`src/rtl/fifo_rd_packer_if.sv`:
```
// Bundle between the FIFO read packer, its upstream FIFO read port and the downstream beat sink.
// master = packer side, slave = upstream FIFO plus downstream consumer side.
interface fifo_rd_packer_if #(
    parameter int unsigned DSIZE = 8,
    parameter int unsigned RATIO = 4
);
    logic                     rempty;
    logic [DSIZE-1:0]         rdata;
    logic                     rreq;
    logic                     flush;
    logic [DSIZE*RATIO-1:0]   odata;
    logic [RATIO-1:0]         okeep;
    logic                     ovalid;
    logic                     oready;

    modport master (
        input  rempty, rdata, flush, oready,
        output rreq, odata, okeep, ovalid
    );

    modport slave (
        output rempty, rdata, flush, oready,
        input  rreq, odata, okeep, ovalid
    );
endinterface

```
`src/rtl/fifo_rd_packer.sv`:
```
// Pops DSIZE words from a first-word-fall-through FIFO and packs RATIO of them per output beat,
// with a flush path that emits a partially filled beat under a lane mask.
module fifo_rd_packer #(
    parameter int unsigned DSIZE = 8,
    parameter int unsigned RATIO = 4
) (
    input  logic             rclk,
    input  logic             rrst_n,
    fifo_rd_packer_if.master bus
);
    localparam int unsigned   CW   = (RATIO > 1) ? $clog2(RATIO) : 1;
    localparam int unsigned   BW   = DSIZE * RATIO;
    localparam logic [CW-1:0] LAST = CW'(RATIO - 1);

    // INIT0/INIT1 hold rreq low while the upstream empty flag settles after reset
    typedef enum logic [1:0] {
        ST_INIT0,
        ST_INIT1,
        ST_RUN,
        ST_FLUSH
    } state_e;

    state_e           state_q, state_d;
    logic [CW-1:0]    cnt_q, cnt_d;
    logic [BW-1:0]    acc_q, acc_d;
    logic [BW-1:0]    odata_q, odata_d;
    logic [RATIO-1:0] okeep_q, okeep_d;
    logic             ovalid_q, ovalid_d;

    logic             rreq_c;
    logic             pop_c;
    logic             free_c;
    logic [BW-1:0]    acc_w;
    logic [RATIO-1:0] mask_c;

    always_ff @(posedge rclk) begin
        if (!rrst_n) begin
            state_q  <= ST_INIT0;
            cnt_q    <= '0;
            acc_q    <= '0;
            odata_q  <= '0;
            okeep_q  <= '0;
            ovalid_q <= 1'b0;
        end else begin
            state_q  <= state_d;
            cnt_q    <= cnt_d;
            acc_q    <= acc_d;
            odata_q  <= odata_d;
            okeep_q  <= okeep_d;
            ovalid_q <= ovalid_d;
        end
    end

    always_comb begin
        state_d  = state_q;
        cnt_d    = cnt_q;
        acc_d    = acc_q;
        odata_d  = odata_q;
        okeep_d  = okeep_q;
        ovalid_d = ovalid_q && !bus.oready;
        free_c   = !ovalid_q || bus.oready;
        rreq_c   = 1'b0;
        pop_c    = 1'b0;
        acc_w    = acc_q;
        mask_c   = '0;

        // accumulator with the head word dropped into the current lane, and the partial-beat mask
        for (int unsigned k = 0; k < RATIO; k++) begin
            mask_c[k] = (k < 32'(cnt_q));
            if (CW'(k) == cnt_q) begin
                acc_w[k*DSIZE +: DSIZE] = bus.rdata;
            end
        end

        case (state_q)
            ST_INIT0: state_d = ST_INIT1;
            ST_INIT1: state_d = ST_RUN;
            ST_RUN: begin
                rreq_c = !((cnt_q == LAST) && !free_c);
                pop_c  = rreq_c && !bus.rempty;
                if (pop_c) begin
                    if (cnt_q == LAST) begin
                        cnt_d    = '0;
                        acc_d    = '0;
                        odata_d  = acc_w;
                        okeep_d  = '1;
                        ovalid_d = 1'b1;
                    end else begin
                        cnt_d = cnt_q + CW'(1);
                        acc_d = acc_w;
                    end
                end
                // flush only matters if words remain after this cycle's pop
                if (bus.flush && (cnt_d != '0)) begin
                    state_d = ST_FLUSH;
                end
            end
            ST_FLUSH: begin
                if (free_c) begin
                    odata_d  = acc_q;
                    okeep_d  = mask_c;
                    ovalid_d = 1'b1;
                    cnt_d    = '0;
                    acc_d    = '0;
                    state_d  = ST_RUN;
                end
            end
            default: state_d = ST_INIT0;
        endcase
    end

    assign bus.rreq   = rreq_c;
    assign bus.odata  = odata_q;
    assign bus.okeep  = okeep_q;
    assign bus.ovalid = ovalid_q;
endmodule
```
`src/flat_wrapper.sv`:
```
// flat-port wrapper written by rule: the top's interface ports become plain ports
module fifo_rd_packer_flat 
#(
    parameter int unsigned DSIZE = 8,
    parameter int unsigned RATIO = 4
)
  (rclk, rrst_n, bus_rempty, bus_rdata, bus_flush, bus_oready, bus_rreq, bus_odata, bus_okeep, bus_ovalid);
  fifo_rd_packer_if #(.DSIZE(DSIZE), .RATIO(RATIO)) bus_i ();
  input  logic rclk;
  input  logic rrst_n;
  input wire logic [$bits(bus_i.rempty)-1:0] bus_rempty;
  input wire logic [$bits(bus_i.rdata)-1:0] bus_rdata;
  input wire logic [$bits(bus_i.flush)-1:0] bus_flush;
  input wire logic [$bits(bus_i.oready)-1:0] bus_oready;
  output wire logic [$bits(bus_i.rreq)-1:0] bus_rreq;
  output wire logic [$bits(bus_i.odata)-1:0] bus_odata;
  output wire logic [$bits(bus_i.okeep)-1:0] bus_okeep;
  output wire logic [$bits(bus_i.ovalid)-1:0] bus_ovalid;
  assign bus_i.rempty = bus_rempty;
  assign bus_i.rdata = bus_rdata;
  assign bus_i.flush = bus_flush;
  assign bus_i.oready = bus_oready;
  assign bus_rreq = bus_i.rreq;
  assign bus_odata = bus_i.odata;
  assign bus_okeep = bus_i.okeep;
  assign bus_ovalid = bus_i.ovalid;
  fifo_rd_packer #(.DSIZE(DSIZE), .RATIO(RATIO)) u_core (.rclk(rclk), .rrst_n(rrst_n), .bus(bus_i));
endmodule
```
`config.mk`:
```
export PLATFORM = sky130hd
export DESIGN_NAME = fifo_rd_packer_flat
export DESIGN_NICKNAME = d
export VERILOG_FILES = /design/src/rtl/fifo_rd_packer_if.sv /design/src/rtl/fifo_rd_packer.sv /design/src/flat_wrapper.sv
export SDC_FILE = /design/constraint.sdc
export NUM_CORES = 1
export LEC_CHECK = 0
export CAP_MARGIN = 0
export CORE_ASPECT_RATIO = 1.5
export CORE_MARGIN = 2
export CORE_UTILIZATION = 25
export CTS_BUF_LIST = sky130_fd_sc_hd__clkbuf_8
export DETAILED_ROUTE_END_ITERATION = 8
export DONT_BUFFER_PORTS = 1
export SLEW_MARGIN = 30
export SYNTH_ARGS = -nofsm -noshare
export SYNTH_HDL_FRONTEND = slang
export SYNTH_SLANG_ARGS = --single-unit
```
`constraint.sdc`:
```
create_clock -name rclk -period 3.5 [get_ports rclk]
set_input_delay 0.525 -clock rclk [delete_from_list [all_inputs] [get_ports rclk]]
set_output_delay 0.525 -clock rclk [all_outputs]
set_load 0.01 [all_outputs]
```
==> flow_summary.yaml, run 1 <==
outcome:
  outcome: "finished, final reports clean"
floorplan:
  core_sq_um: 12080
  num_rows: 49
  dieHeight_um: 140.4
  start_util_pct: 25.69
  io_pins: 51
  die_w_um: 94.97
  die_area_sq_um: 13340
drt:
  wl_per_cell_um: 17.16
  num_vias: 2238
  first_pass_iters: 4
  drc: 0
  wl_um: 7823
  vias_per_cell: 4.908
  drtIter0Drc: 123
  ant_nets: 0
critical_path:
  critPathMaxStageDelay_ns: 0.52
  cp_slowest_cell: "o2111a_1"
  required_ns: 3.74
  critical_path_class: "register to register"
  startpoint_type: "register"
  critical_path_arrival_ns: 2.56
  rrSetupSlack_ns: 1.18
  path_cells: "ha_1 -> nor2_1 -> o2111a_1 -> buf_4 -> nand2_1 -> o211a_1"
  cp.buffers_inverters: 1
  rr_endpoint: "u_core.bus.odata[7]"
  rr_startpoint: "u_core.cnt_q[1]"
  crit_path_start: "u_core.cnt_q[1]"
  worst-path-max-fanout: 41
  cp_top_family: "compound AO/OA/AOI/OAI gates"
  r2r_cells: 6
  critPathCaptureType: "register"
sta:
  setup_tns_ns: 0
  skew_ns: 0.008182
  rsz0062_at_grt: "no"
  period_share_pct: 66.33
  finalCriticalPeriod_ns: 2.321
  finalHoldViolCount: 0
  slew_headroom_pct: 54.91
  finalSetupViolCount: 0
  holdWs_ns: 0.2925
  tightestPinTransition_ns: 0.6749
  drv_slew: 0
  fmax_ghz: 0.4308
clocking:
  post-cts-setup-buffers: 0
  clkTransAtPathRegs_ns: 0.07
  clock-root-buffer: "clkbuf_8"
  clk_latency_ns: 0.35
  clock-sinks: 73
  ctsHoldBuffers: 0
  cts_resized: 0
  cts_max_level: 3
  cts_buffers: 9
  cts_tree: "done"
  clockBufferDepth: 2
placed_design:
  place.gp.congestion: 0.9128
  post-dp-hpwl_um: 5527
  port_buffers: 0
logic_synthesis:
  synth_area_leader_cell: "dfxtp_1"
  yosysWarnings: 0
  async_reset_ff_share_pct: 0
  syn_nets: 330
  avgSynthCellArea_sq_um: 9.945
  synth_ff_type: "dfxtp_1"
  synth-edff-count: 0
  yosysMostFrequentCell: "dfxtp_1"
  synth_cells: 312
  ys_seq_elements: 73
  seq_area_frac_synth_pct: 47.10
  netlist_area_sq_um: 3103
  ys_top_cells_by_count: "dfxtp_1 (73), nand2_1 (42), a22o_1 (24)"
  synth_top_area_share_pct: 47.10
  ys_types: 41
  synth_area_leaders: "dfxtp_1 (47%), mux2i_1 (6.8%), o211a_1 (6.8%), a22o_1 (6.8%), nand2_1 (5.1%)"
grt:
  antenna_found_initial: 0
  grt_max_degree: 65
  grt_remaining_overflow: 0
  grt_pass1_wl_um: 12310
  grt_use_total_pct: 12.24
  grt_pass1_vias: 2209
power_and_ir_drop:
  p_leak_uw: 0.001508
  powerDensity_nw_per_um2: 479.8
  ir_drop_uv: 139.5
finish:
  register_area_sq_um: 1461
  n_fill_cell: 1241
  antenna_cells: 0
  multi_input_area_sq_um: 1515
  final_util_pct: 27.95
  drive_gt1_share_pct: 7.591
  nets: 316
  area_growth_pct: 8.790
worst_hold_path:
  holdPathStages: 1
  hold_class: "input pin to register"
  holdPathEnd: "u_core.acc_q[25]"
  worstHoldStart: "bus_rdata[1]"
flow_run:
  maxCapViolCount: 0
==> through the flow <==
step	instance area, sq um	power (uW)	std cells	worst slack, ns
floorplan	3103	1041	312	1.670
global placement	3202	1055	440	1.302
detailed placement	3202	1056	440	1.202
CTS	3376	1647	456	1.163
global route	3376	1700	456	0.9977
finish	3376	1620	456	1.179
==> power breakdown <==
group          total (uW)  switching, uW  internal, uW
Sequential            909           45.3           864
Combinational         126           68.0          58.4
Clock                 584            297           287
==> cell families (layout without fill, tap and decap cells) <==
group | Yosys count | after routing | share of synthesized area [%]
AO/OA/AOI/OAI | 87 | 87 | 25.56
adder cells (fa/ha/maj) | 5 | 5 | 2.016
buffers and inverters | 31 | 22 | 4.073
flip-flops | 73 | 73 | 47.10
multiplexers | 21 | 21 | 6.774
AND/OR/NAND/NOR | 95 | 95 | 14.48
==> worst max path at each step <==
stage	endpoint	slack (ns)	cells after the start
floorplan	u_core.bus.odata[18]	1.67	8
global placement	u_core.bus.odata[27]	1.30	6
detailed placement	u_core.bus.odata[7]	1.20	6
CTS	u_core.bus.odata[7]	1.16	6
global route	u_core.bus.odata[7]	1.0	6
finish	u_core.bus.odata[7]	1.18	6
==> area by class of cell <==
type	instances	area share [%]
clock buffers	11	4.485
clock inverters	5	0.6672
inverters	3	0.3336
multi-input cells	208	44.88
flip-flops and latches	73	43.29
well taps	153	5.671
repair buffers	3	0.6672
==> layout by cell type (no fill, tap or decap), types with 2 or more instances in the layout <==
cell type / Yosys / routed
a21boi_0: 4 / 4
dfxtp_1: 73 / 73
o211ai_1: 3 / 3
a22o_1: 24 / 24
nand2b_1: 3 / 3
ha_1: 5 / 5
a221o_1: 12 / 12
nor2b_1: 6 / 6
clkinv_2: 0 / 3
inv_1: 3 / 5
o22ai_1: 4 / 4
o2bb2ai_1: 4 / 4
o21a_1: 2 / 2
and3_1: 2 / 2
mux2i_1: 21 / 21
clkbuf_8: 0 / 11
buf_4: 2 / 3
nor2_1: 19 / 19
nor3_1: 7 / 7
o221a_2: 3 / 3
o211a_1: 21 / 21
nand2_1: 42 / 42
and2_1: 9 / 9
==> state kept, by name, summed over array words and instances (netlist names) <==
register	cells
u_core.state_q	2
u_core.bus.ovalid	1
u_core.cnt_q	2
u_core.acc_q	32
u_core.bus.okeep	4
u_core.bus.odata	32
==> layer usage <==
layer	global-route usage [%]	up-vias	routed length (um)
li1	-	1109	-
met3	5.487	8	574
met4	6.789	0	173
met1	13.56	1070	3159
met5	0	-	0
met2	19.26	51	3915
No activity file was read; power rests on OpenSTA's default activity.
==> run 2, diff against run 1 <==
==> constraint.sdc (replaced) <==
create_clock -name rclk -period 2.42 [get_ports rclk]
set_input_delay 0.363 -clock rclk [delete_from_list [all_inputs] [get_ports rclk]]
set_output_delay 0.363 -clock rclk [all_outputs]
set_load 0.01 [all_outputs]
==> run 2 against run 1 <==
Compared with the run above:
- clock power increased by 52%
- largest power group unchanged
- die area is the same
- critical path type unchanged
- clock skew is 0.0031 ns higher
==> flow_summary.yaml, run 2 (synthesis gave the netlist of run 1 again) <==
finish:
  register_area_sq_um: 1461
  multi_input_area_sq_um: 1515
  n_fill_cell: 1240
  layout_common_cells: "dfxtp_1 (73), nand2_1 (42), a22o_1 (24)"
  layout_commonest_cell: "dfxtp_1"
  antenna_cells: 0
  nets: 319
  area_growth_pct: 9.597
  finalInstanceArea_sq_um: 3401
  drive_gt1_share_pct: 8.197
sta:
  finalSetupViolCount: 0
  tightestPinTransition_ns: 0.6012
  holdWs_ns: 0.1301
  period_share_pct: 89.59
  setup_tns_ns: 0
  drv_slew: 0
  finalCriticalPeriod_ns: 2.168
  rsz0062_at_grt: "no"
  finalHoldViolCount: 0
  slew_headroom_pct: 59.84
  skew_ns: 0.01126
  fmax_ghz: 0.4612
critical_path:
  critical_path_class: "register to register"
  critical_path_arrival_ns: 2.46
  rr_startpoint: "u_core.cnt_q[1]"
  required_ns: 2.71
  r2r_cells: 5
  worst-path-max-fanout: 9
  cp_slowest_cell: "o211ai_1"
  critPathMaxStageDelay_ns: 0.50
  rr_endpoint: "u_core.acc_q[21]"
  path_cells: "ha_1 -> nor2_1 -> o211ai_1 -> o21bai_1 -> a22o_1"
  startpoint_type: "register"
  critPathCaptureType: "register"
  rrSetupSlack_ns: 0.25
floorplan:
  start_util_pct: 25.69
  die_w_um: 94.97
  num_rows: 49
  dieHeight_um: 140.4
  core_sq_um: 12080
  io_pins: 51
  die_area_sq_um: 13340
drt:
  num_vias: 2285
  drtIter0Drc: 76
  wl_per_cell_um: 16.81
  first_pass_iters: 4
  drc: 0
  vias_per_cell: 4.989
  ant_nets: 0
  wl_um: 7700
outcome:
  outcome: "finished, final reports clean"
placed_design:
  place.gp.congestion: 0.7997
  port_buffers: 0
  place_area_sq_um: 3224
  post-dp-hpwl_um: 5586
clocking:
  ctsHoldBuffers: 0
  clock-sinks: 73
  clockBufferDepth: 2
  post-cts-setup-buffers: 0
  clk_latency_ns: 0.35
  cts_tree: "done"
  cts_resized: 0
  clock-root-buffer: "clkbuf_8"
  cts_buffers: 9
  clkTransAtPathRegs_ns: 0.08
  cts_max_level: 3
grt:
  grt_pass1_wl_um: 11920
  grt_use_total_pct: 11.80
  antenna_found_initial: 0
  grt_max_degree: 65
  grt_pass1_vias: 2225
  grt_remaining_overflow: 0
power_and_ir_drop:
  power_switching_uw: 594.5
  powerDensity_nw_per_um2: 703.0
  pwr-share-comb_pct: 8.0
  power_frac_seq_pct: 54.8
  p_total_uw: 2391
  p_int_uw: 1796
  clkPwrFrac_pct: 37.2
  swShare_pct: 24.87
  p_leak_uw: 0.001524
  ir_drop_uv: 241.3
worst_hold_path:
  holdPathEnd: "u_core.acc_q[26]"
  hold_class: "input pin to register"
  holdPathStages: 1
  worstHoldStart: "bus_rdata[2]"
flow_run:
  maxCapViolCount: 0
## run 2: per-layer routing
layer  track usage (%)  wire [um]  vias to the layer above
met5                 0          0                        -
met4             6.255        215                        0
met3             4.734        458                       13
met2             19.71       3830                       46
met1             12.53       3195                     1110
li1                  -          -                     1116
## run 2: worst max-delay path: cells and delay by family (launching register included)
family / cells / cell delay [ns]
fa+ha+maj: 1 / 0.41
compound gates: 3 / 1.10
flops: 1 / 0.44
simple gates: 1 / 0.17
## run 2: power groups by stage
stage                     registers, uW  logic, uW  clock network (uW)
after detailed placement           1340        191                   0
after global routing               1320        211                 973
after CTS                          1310        192                 919
final                              1310        191                 890
after floorplan                    1320        185                   0
after global placement             1340        187                   0
## run 2: how the worst max path moves through the flow
stage | from | to | slack (ns)
2_1_floorplan | u_core.cnt_q[0] | u_core.bus.odata[18] | 0.59
4_1_cts | u_core.cnt_q[1] | u_core.acc_q[21] | 0.25
6_report | u_core.cnt_q[1] | u_core.acc_q[21] | 0.25
3_3_place_gp | u_core.cnt_q[1] | u_core.acc_q[21] | 0.33
5_1_grt | u_core.cnt_q[1] | u_core.acc_q[20] | 0.10
3_5_place_dp | u_core.cnt_q[1] | u_core.acc_q[21] | 0.28
## run 2: cell type report
type,instances,share of cell area [%]
clock buffer,9,3.642
clock inverter,6,1.545
inverter,3,0.3311
multi-input combinational,208,44.55
sequential,73,42.97
tap,153,5.629
timing repair buffer,6,1.325
## run 2: metrics by stage
stage / std cells / utilization, % / worst slack (ns)
after floorplan: 312 / - / 0.5901
after global placement: 443 / 26.70 / 0.3299
after detailed placement: 443 / 26.70 / 0.2801
after CTS: 458 / 28.16 / 0.2458
after global routing: 458 / 28.16 / 0.1028
final: 458 / 28.16 / 0.2520
